`src/rtl/mux_8to1_rr_if.sv`:
```
// mux_8to1_rr_if: channel-side and output-side valid/ready bundle
// for the 8-to-1 round-robin merge.
interface mux_8to1_rr_if #(
   parameter int DATA_W = 8
);
   logic [7:0]          in_valid;
   logic [8*DATA_W-1:0] in_data;
   logic [7:0]          in_ready;
   logic                out_valid;
   logic [DATA_W-1:0]   out_data;
   logic [2:0]          out_sel;
   logic                out_ready;

   modport master (
      output in_valid,
      output in_data,
      output out_ready,
      input  in_ready,
      input  out_valid,
      input  out_data,
      input  out_sel
   );

   modport slave (
      input  in_valid,
      input  in_data,
      input  out_ready,
      output in_ready,
      output out_valid,
      output out_data,
      output out_sel
   );
endinterface

```
`src/rtl/mux_8to1_rr.sv`:
```
// mux_8to1_rr: round-robin 8-to-1 merge with one registered output stage.
// Optional MUX_GRANT_CNT_EN adds the xfer_cnt output-transfer counter.
module mux_8to1_rr #(
   parameter int DATA_W = 8,
   parameter int CNT_W  = 16
) (
   input logic clk,
   input logic rst,
   mux_8to1_rr_if.slave bus
`ifdef MUX_GRANT_CNT_EN
   ,
   output logic [CNT_W-1:0] xfer_cnt
`endif
);

   typedef enum logic {
      EMPTY = 1'b0,
      FULL  = 1'b1
   } state_t;

   state_t            state;
   state_t            state_nxt;
   logic [2:0]        ptr;
   logic [2:0]        gnt_idx;
   logic              gnt_found;
   logic              load;
   logic              accept;
   logic [7:0]        ready;
   logic [DATA_W-1:0] data_q;
   logic [2:0]        sel_q;

   assign load          = (state == EMPTY) | bus.out_ready;
   assign accept        = |(bus.in_valid & ready);
   assign bus.in_ready  = ready;
   assign bus.out_valid = (state == FULL);
   assign bus.out_data  = data_q;
   assign bus.out_sel   = sel_q;

   // First valid channel at or after ptr, wrapping mod 8
   always_comb begin
      gnt_found = 1'b0;
      gnt_idx   = 3'd0;
      for (int i = 0; i < 8; i++) begin
         if (!gnt_found && bus.in_valid[ptr + 3'(i)]) begin
            gnt_found = 1'b1;
            gnt_idx   = ptr + 3'(i);
         end
      end
   end

   // One-hot accept; silent in reset or when the output cannot take a word
   always_comb begin
      ready = 8'h00;
      if (!rst && load && gnt_found)
         ready[gnt_idx] = 1'b1;
   end

   // Output register occupancy: next state
   always_comb begin
      state_nxt = state;
      unique case (state)
         EMPTY: if (accept) state_nxt = FULL;
         FULL:  if (bus.out_ready && !accept) state_nxt = EMPTY;
         default: state_nxt = EMPTY;
      endcase
   end

   // Output register occupancy: state register
   always_ff @(posedge clk) begin
      if (rst)
         state <= EMPTY;
      else
         state <= state_nxt;
   end

   // Capture accepted word and advance the round-robin pointer past it
   always_ff @(posedge clk) begin
      if (rst) begin
         data_q <= '0;
         sel_q  <= 3'd0;
         ptr    <= 3'd0;
      end else if (accept) begin
         data_q <= bus.in_data[gnt_idx*DATA_W +: DATA_W];
         sel_q  <= gnt_idx;
         ptr    <= gnt_idx + 3'd1;
      end
   end

`ifdef MUX_GRANT_CNT_EN
   // Count output-side transfers, wrapping naturally
   always_ff @(posedge clk) begin
      if (rst)
         xfer_cnt <= '0;
      else if (bus.out_valid && bus.out_ready)
         xfer_cnt <= xfer_cnt + 1'b1;
   end
`endif

endmodule

```
`src/flat_wrapper.sv`:
```
// flat-port wrapper written by rule: the top's interface ports become plain ports
module mux_8to1_rr_flat 
#(
   parameter int DATA_W = 8,
   parameter int CNT_W  = 16
)
  (clk, rst, bus_in_valid, bus_in_data, bus_out_ready, bus_in_ready, bus_out_valid, bus_out_data, bus_out_sel);
  mux_8to1_rr_if #(.DATA_W(DATA_W)) bus_i ();
  input logic clk;
  input logic rst;
  input wire logic [$bits(bus_i.in_valid)-1:0] bus_in_valid;
  input wire logic [$bits(bus_i.in_data)-1:0] bus_in_data;
  input wire logic [$bits(bus_i.out_ready)-1:0] bus_out_ready;
  output wire logic [$bits(bus_i.in_ready)-1:0] bus_in_ready;
  output wire logic [$bits(bus_i.out_valid)-1:0] bus_out_valid;
  output wire logic [$bits(bus_i.out_data)-1:0] bus_out_data;
  output wire logic [$bits(bus_i.out_sel)-1:0] bus_out_sel;
  assign bus_i.in_valid = bus_in_valid;
  assign bus_i.in_data = bus_in_data;
  assign bus_i.out_ready = bus_out_ready;
  assign bus_in_ready = bus_i.in_ready;
  assign bus_out_valid = bus_i.out_valid;
  assign bus_out_data = bus_i.out_data;
  assign bus_out_sel = bus_i.out_sel;
  mux_8to1_rr #(.DATA_W(DATA_W), .CNT_W(CNT_W)) u_core (.clk(clk), .rst(rst), .bus(bus_i));
endmodule
```
`config.mk`:
```
export PLATFORM = sky130hd
export DESIGN_NAME = mux_8to1_rr_flat
export DESIGN_NICKNAME = d
export VERILOG_FILES = /design/src/rtl/mux_8to1_rr_if.sv /design/src/rtl/mux_8to1_rr.sv /design/src/flat_wrapper.sv
export SDC_FILE = /design/constraint.sdc
export NUM_CORES = 1
export LEC_CHECK = 0
export CORE_ASPECT_RATIO = 1.4
export CORE_MARGIN = 2
export CORE_UTILIZATION = 40
export DETAILED_ROUTE_END_ITERATION = 10
export PLACE_DENSITY = 0.87
export SLEW_MARGIN = 10
export SYNTH_ARGS = -nofsm -noshare
export SYNTH_HDL_FRONTEND = slang
export SYNTH_SLANG_ARGS = --single-unit
```
`constraint.sdc`:
```
create_clock -name clk -period 4.62 [get_ports clk]
set_input_delay 0.924 -clock clk [delete_from_list [all_inputs] [get_ports clk]]
set_output_delay 0.924 -clock clk [all_outputs]
set_load 0.02 [all_outputs]
```
## Word level (Yosys, flattened, before mapping)

Cells that the tools add are included.

| cells by class | value |
|---|---|
| add/subtract/negate cells | 8 |
| muxes and demuxes | 38 |
| shift operators | 1 |
| reduce and logical (&&, ||, !) cells | 21 |
| bitwise operators | 3 |
| order comparisons | 10 |

Operators by type and width:

| operator | number |
|---|---|
| variable part select 64 x 7 -> 8 bit | 1 |
| < comparator 3 x 4 -> 1 bit, second input constant | 9 |
| binary-select mux 1 bit (select 3 bit) | 8 |
| two-way mux 3 bit | 8 |
| two-way mux 1 bit | 19 |
| adder 3 bit, second input constant | 4 |
| logical AND 1 bit | 11 |
| logical NOT 1 bit | 9 |
| bitwise AND 8 bit | 1 |
| two-way mux 8 bit | 1 |
| OR reduction 8 bit | 1 |
| adder 3 x 1 -> 3 bit, second input constant | 2 |
| adder 3 x 2 -> 3 bit, second input constant | 2 |
| demux 1 bit (select 3 bit) | 1 |
| greater-or-equal comparator 3 x 1 -> 1 bit, second input constant | 1 |
| case mux 1 bit (2 select lines) | 1 |
| NOT 1 bit | 1 |
| bitwise OR 1 bit | 1 |

| storage, ports and cells | value |
|---|---|
| register bits after elaboration | 15 |
| output and inout bits | 20 |
| input port bits | 75 |
| logic and storage cells | 85 |

## Logic depth before layout (Yosys ltp)

| logic depth | value |
|---|---|
| depth in word-level cells | 35 |
| mapped depth | 17 |
| mapped depth without buffers | 11 |

## Least setup slack after synthesis

No wires, ideal clock.

| timing | value |
|---|---|
| kind | flip-flop to output port |
| from | register u_core.ptr[0] |
| to | output bus_in_ready[2] |
| stages on the path, launching flop included | 15 |
| arrival | 3.487 ns |
| required time | 3.696 ns |
| setup slack | 0.209 ns |
| path buffers | 4 |
| path through | dfxtp_1 > buf_6 > buf_2 > inv_1 > ha_1 > buf_2 > mux4_2 > mux2i_2 > nand2_1 > nor3_2 > a21oi_1 > o21ai_2 > buf_2 > nand2_1 > nor3_1 |

| on the way | value |
|---|---|
| cells in the longest elaborated chain, start to end | 29 |
| elaborated cells between the ends (all ways) | 60 |
| those cells by class | add/sub (7); order compare (2); mux (35); reduce/logical (16) |

RTL lines:

| element | line | source |
|---|---|---|
| from (decl) | mux_8to1_rr.sv:23 | `logic [2:0] ptr;` |
| from (signal assigned) | mux_8to1_rr.sv:85 | `ptr <= gnt_idx + 3'd1;` |
| branches (longest 28 deep; another with adder 3 x 1 -> 3 bit) | - |  |
| two-way mux 8 bit (*) | mux_8to1_rr.sv:54 | `if (!rst && load && gnt_found)` |
| to (decl) | flat_wrapper.sv:14 | `output wire logic [$bits(bus_i.in_ready)-1:0] bus_in_ready;` |

Mark *: on every way between the ends. The select of a mux whose other input is x is not followed.

## Final worst setup path

| timing | value |
|---|---|
| from | input bus_in_valid[6] |
| to | output bus_in_ready[7] |

| on the way | value |
|---|---|
| cells in the longest elaborated chain, start to end | 29 |
| elaborated cells between the ends (all ways) | 53 |
| those cells by class | order compare (2); mux (35); reduce/logical (16) |

RTL lines:

| element | line | source |
|---|---|---|
| from (decl) | flat_wrapper.sv:11 | `input wire logic [$bits(bus_i.in_valid)-1:0] bus_in_valid;` |
| binary-select mux 1 bit (select 3 bit) | mux_8to1_rr.sv:44 | `if (!gnt_found && bus.in_valid[ptr + 3'(i)]) begin` |
| two-way mux 1 bit (implied by the code) | mux_8to1_rr.sv:44 |  |
| two-way mux 1 bit | mux_8to1_rr.sv:44 |  |
| logical NOT 1 bit | mux_8to1_rr.sv:44 |  |
| logical AND 1 bit | mux_8to1_rr.sv:44 |  |
| two-way mux 1 bit | mux_8to1_rr.sv:44 |  |
| logical NOT 1 bit | mux_8to1_rr.sv:44 |  |
| logical AND 1 bit | mux_8to1_rr.sv:44 |  |
| [... 13 more ...] | - |  |
| logical NOT 1 bit | mux_8to1_rr.sv:44 |  |
| logical AND 1 bit | mux_8to1_rr.sv:44 |  |
| two-way mux 3 bit | mux_8to1_rr.sv:44 |  |
| < comparator 3 x 4 -> 1 bit (implied by the code) or greater-or-equal comparator 3 x 1 -> 1 bit (tied branches) | mux_8to1_rr.sv:55 | `ready[gnt_idx] = 1'b1;` |
| logical AND 1 bit (implied by the code) | mux_8to1_rr.sv:55 |  |
| two-way mux 1 bit (implied by the code) | mux_8to1_rr.sv:55 |  |
| demux 1 bit (select 3 bit) | - |  |
| two-way mux 8 bit (*) | mux_8to1_rr.sv:54 |  |

Every way passes the cells marked *; elsewhere a longest branch is shown, timed or not. The select of a mux whose other input is x is not followed.

==> impl_metrics.env <==
export IMPL_reg2reg_setup_slack_ns=0.93
export IMPL_critical_path_max_fanout=5
export IMPL_p_per_area_mw_per_mm2=892.7
export IMPL_fp_dieArea_mm2=0.005628
export IMPL_global_placement_routability_congestion=0.8838
export IMPL_outcome="finished clean"
export IMPL_drt_first_pass_iters=4
export IMPL_grt_first_pass_wirelength_um=11590
export IMPL_min_delay_path_class="reg -> reg"
export IMPL_total_routed_wirelength_um=7291
export IMPL_floorplan_rows=30
export IMPL_worst_case_reg_to_reg_path_depth=15
export IMPL_synth_nets=304
export IMPL_ir_drop_v=0.0007278
export IMPL_layoutNonFillerInstCount=411
export IMPL_clock_skew_ns=0.01142
export IMPL_post_route_cells_drive_above_1_share=0.2795
export IMPL_max_cap_violations=0
export IMPL_drt_iter0_markers=121
export IMPL_cts_clk_slew_worst_paths_ns=0.06
export IMPL_cts_root_to_sink_buffers=2
export IMPL_buffer_ports_inserted=94
export IMPL_cts_setup_buffers=0
export IMPL_criticalPathCategory="in -> out"
export IMPL_clock_latency_ns=0.26
export IMPL_core_area_mm2=0.004842
export IMPL_count_of_antenna_diodes_in_the_layout=0
export IMPL_critical_path_slowest_cell="sky130_fd_sc_hd__mux4_2"
export IMPL_cts_htree_levels=1
export IMPL_antenna_found_initial=0
export IMPL_clock_sinks=15
export IMPL_io_pins=95
export IMPL_drcViolationCount=0
export IMPL_initial_core_util=0.4160
export IMPL_remaining_antenna_violation_count_after_routing=0
export IMPL_number_of_enable_type_register_cells_in_the_synthesized_netlist=0
export IMPL_share_clk_of_total_power=0.038
export IMPL_start_kind="input port"
export IMPL_min_from="u_core.bus.out_sel[2]"
export IMPL_critical_path_max_stage_delay_ns=0.47
export IMPL_worstReg2RegEnd="u_core.bus.out_data[7]"
export IMPL_areaGrowthSynthToFinish_pct=66.34
export IMPL_timing_final_hold_violations=0
export IMPL_max_freq_ghz=0.2240
export IMPL_synthesized_cell_area_mm2=0.002014
export IMPL_share_comb_of_total_power=0.889
export IMPL_power_share_switching=0.4794
export IMPL_share_seq_of_total_power=0.073
export IMPL_via_count_of_the_first_global_routing_pass=2512
export IMPL_final_min_period_over_clock_period=0.9665
export IMPL_worst_hold_path_num_cells=2
export IMPL_power_switching_w=0.001434
export IMPL_cts_tree="yes"
export IMPL_grt_setup_unrepaired="false"
export IMPL_static_leakage_power_nw=1.280
export IMPL_timing_critical_path_arrival_ns=3.54
export IMPL_cts_hold_fix_buffers=0
export IMPL_required_time_reported_for_the_critical_path_endpoint_ns=3.70
export IMPL_pin_count_of_the_biggest_net_entering_global_routing=20
export IMPL_synth_cell_types=55
export IMPL_holdWs_ns=0.4553
export IMPL_dominantRegCellSynth="sky130_fd_sc_hd__dfxtp_1"
export IMPL_setup_violations_final=0
export IMPL_routed_wire_length_per_instance_um=17.74
export IMPL_slew_headroom=0.5829
export IMPL_power_report_internal_total_w=0.001557
export IMPL_postSynth_asyncResetShare=0
export IMPL_groute_usage_overall=0.2621
export IMPL_netlist_top_cells_count="27 x sky130_fd_sc_hd__nor2_1, 20 x sky130_fd_sc_hd__nand2_1, 18 x sky130_fd_sc_hd__mux4_2, 17 x sky130_fd_sc_hd__nand3_1"
export IMPL_synthDominantCellAreaShare=0.2012
export IMPL_timing_critical_path_cells="dlygate4sd2_1 -> buf_4 -> mux4_2 -> nor2b_1 -> a21o_1 -> a2111oi_2 -> o31ai_2 -> o21ai_2 -> nand3_2 -> nor2_1 -> clkdlybuf4s15_2"
export IMPL_post_synth_top_count_cell="sky130_fd_sc_hd__nor2_1"
export IMPL_numPlacedInstances=407
export IMPL_syn_instance_count=227
export IMPL_synth_top_cells_by_area="sky130_fd_sc_hd__mux4_2 20%, sky130_fd_sc_hd__dfxtp_1 15%, sky130_fd_sc_hd__mux2i_1 7.5%"
export IMPL_fin_nets=425
export IMPL_die_width_um=63.98
export IMPL_post_drt_via_cell_ratio=5.866
export IMPL_synth_warning_count=0
export IMPL_die_height_um=87.97
export IMPL_timing_max_transition_violations_final=0
export IMPL_synth_seq_area_share=0.1491
export IMPL_worst_setup_path_end_kind="output pin"
export IMPL_syn_area_per_cell_um2=8.874
export IMPL_transition_at_the_pin_with_the_smallest_max_transition_slack_ns=0.6211
export IMPL_final_min_clock_period_ns=4.465
export IMPL_r2r_start="u_core.ptr[0]"
export IMPL_synth_seq_cells=15
export IMPL_cts_buffers_inserted=3
export IMPL_globalRouteOverflowTotal=0
export IMPL_dp_hpwl_um=5667
export IMPL_cts_root_buffer="sky130_fd_sc_hd__clkbuf_8"
export IMPL_hold_end="u_core.bus.out_sel[2]"
export IMPL_post_synth_top_area_cell="sky130_fd_sc_hd__mux4_2"
export IMPL_route_vias_total=2411
## cell type report
| type | count | area (um^2) |
|---|---|---|
| Clock buffer | 3 | 41.29 |
| Clock inverter | 1 | 7.507 |
| Fill cell | 343 | 1491 |
| Inverter | 4 | 15.01 |
| Multi-Input combinational cell | 192 | 1685 |
| Sequential cell | 15 | 300.3 |
| Tap cell | 64 | 80.08 |
| Timing Repair Buffer | 132 | 1221 |
## per-stage QoR
stage	utilization	total power, W	instance area (um^2)	setup WS [ns]	TNS (ns)
after global placement	0.6651	0.002668	3221	-0.3836	-2.719
final	0.6920	0.002991	3351	0.1549	0
after CTS	0.6842	0.002886	3313	0.001289	0
after global routing	0.6920	0.003182	3351	0.002065	0
after detailed placement	0.6651	0.002703	3221	-0.5238	-3.782
after floorplan	-	0.001933	2014	0.2093	0
## sequential cells by signal, indices dropped and copies added, names as in the netlist
name                  cells
u_core.bus.out_sel        3
u_core.bus.out_data       8
u_core.bus.out_valid      1
u_core.ptr                3
## per-layer routing
metal  track usage  wire length [um]
met1        0.2731              2670
met2        0.5152              3978
met3       0.05398               491
met4       0.08498               150
met5             0                 0
## worst max path at each step
stage / slack [ns] / startpoint / endpoint
after CTS: 0.001 / bus_in_valid[2] / bus_in_ready[4]
final: 0.15 / bus_in_valid[6] / bus_in_ready[7]
after detailed placement: -0.52 / bus_in_valid[3] / bus_in_ready[5]
after global placement: -0.38 / bus_in_valid[5] / bus_in_ready[5]
after floorplan: 0.21 / u_core.ptr[0] / bus_in_ready[2]
after global routing: 0.002 / bus_in_valid[6] / bus_in_ready[7]
## power by group through the flow
stage	Clock [W]	Sequential, W	Combinational [W]
5_1_grt	0.000122	0.000223	0.00284
3_5_place_dp	0	0.000220	0.00248
4_1_cts	0.000115	0.000217	0.00255
3_3_place_gp	0	0.000217	0.00245
6_report	0.000114	0.000217	0.00266
2_1_floorplan	0	0.000255	0.00168
## repair_timing
item / CTS / global route
endpoints found under the hold margin: 0 / 0
pin swaps: 5 / 2
setup endpoints to repair: 8 / 8
resized for setup: 41 / 13
## critical path, delay by kind of cell
family | cells | cell delay (ns)
mux | 1 | 0.47
compound gates | 4 | 0.93
buf+inv | 3 | 0.72
simple gates | 3 | 0.49
## logic make-up (layout without fill, tap and decap cells)
family / count (synthesis) / count (layout) / share of synthesized area
compound gates: 49 / 49 / 0.1925
flops: 15 / 15 / 0.1491
simple gates: 95 / 95 / 0.2286
fa+ha+maj: 2 / 2 / 0.01242
buf+inv: 20 / 140 / 0.05962
xor+xnor: 4 / 4 / 0.01739
mux: 42 / 42 / 0.3404
## cell usage in the layout, fill, tap and decap left out, types with 4 or more instances in the layout
cell	count
sky130_fd_sc_hd__clkdlybuf4s15_2	5
sky130_fd_sc_hd__mux2i_1	13
sky130_fd_sc_hd__buf_4	38
sky130_fd_sc_hd__nor2_1	26
sky130_fd_sc_hd__a21oi_1	11
sky130_fd_sc_hd__nor3_1	11
sky130_fd_sc_hd__clkdlybuf4s50_1	78
sky130_fd_sc_hd__dlygate4sd2_1	6
sky130_fd_sc_hd__nor2b_1	4
sky130_fd_sc_hd__nand3_1	16
sky130_fd_sc_hd__nand2_1	20
sky130_fd_sc_hd__inv_1	4
sky130_fd_sc_hd__nand3b_1	6
sky130_fd_sc_hd__dfxtp_1	15
sky130_fd_sc_hd__mux2_2	4
sky130_fd_sc_hd__mux4_2	18
Power figures use the tool's default switching activity.
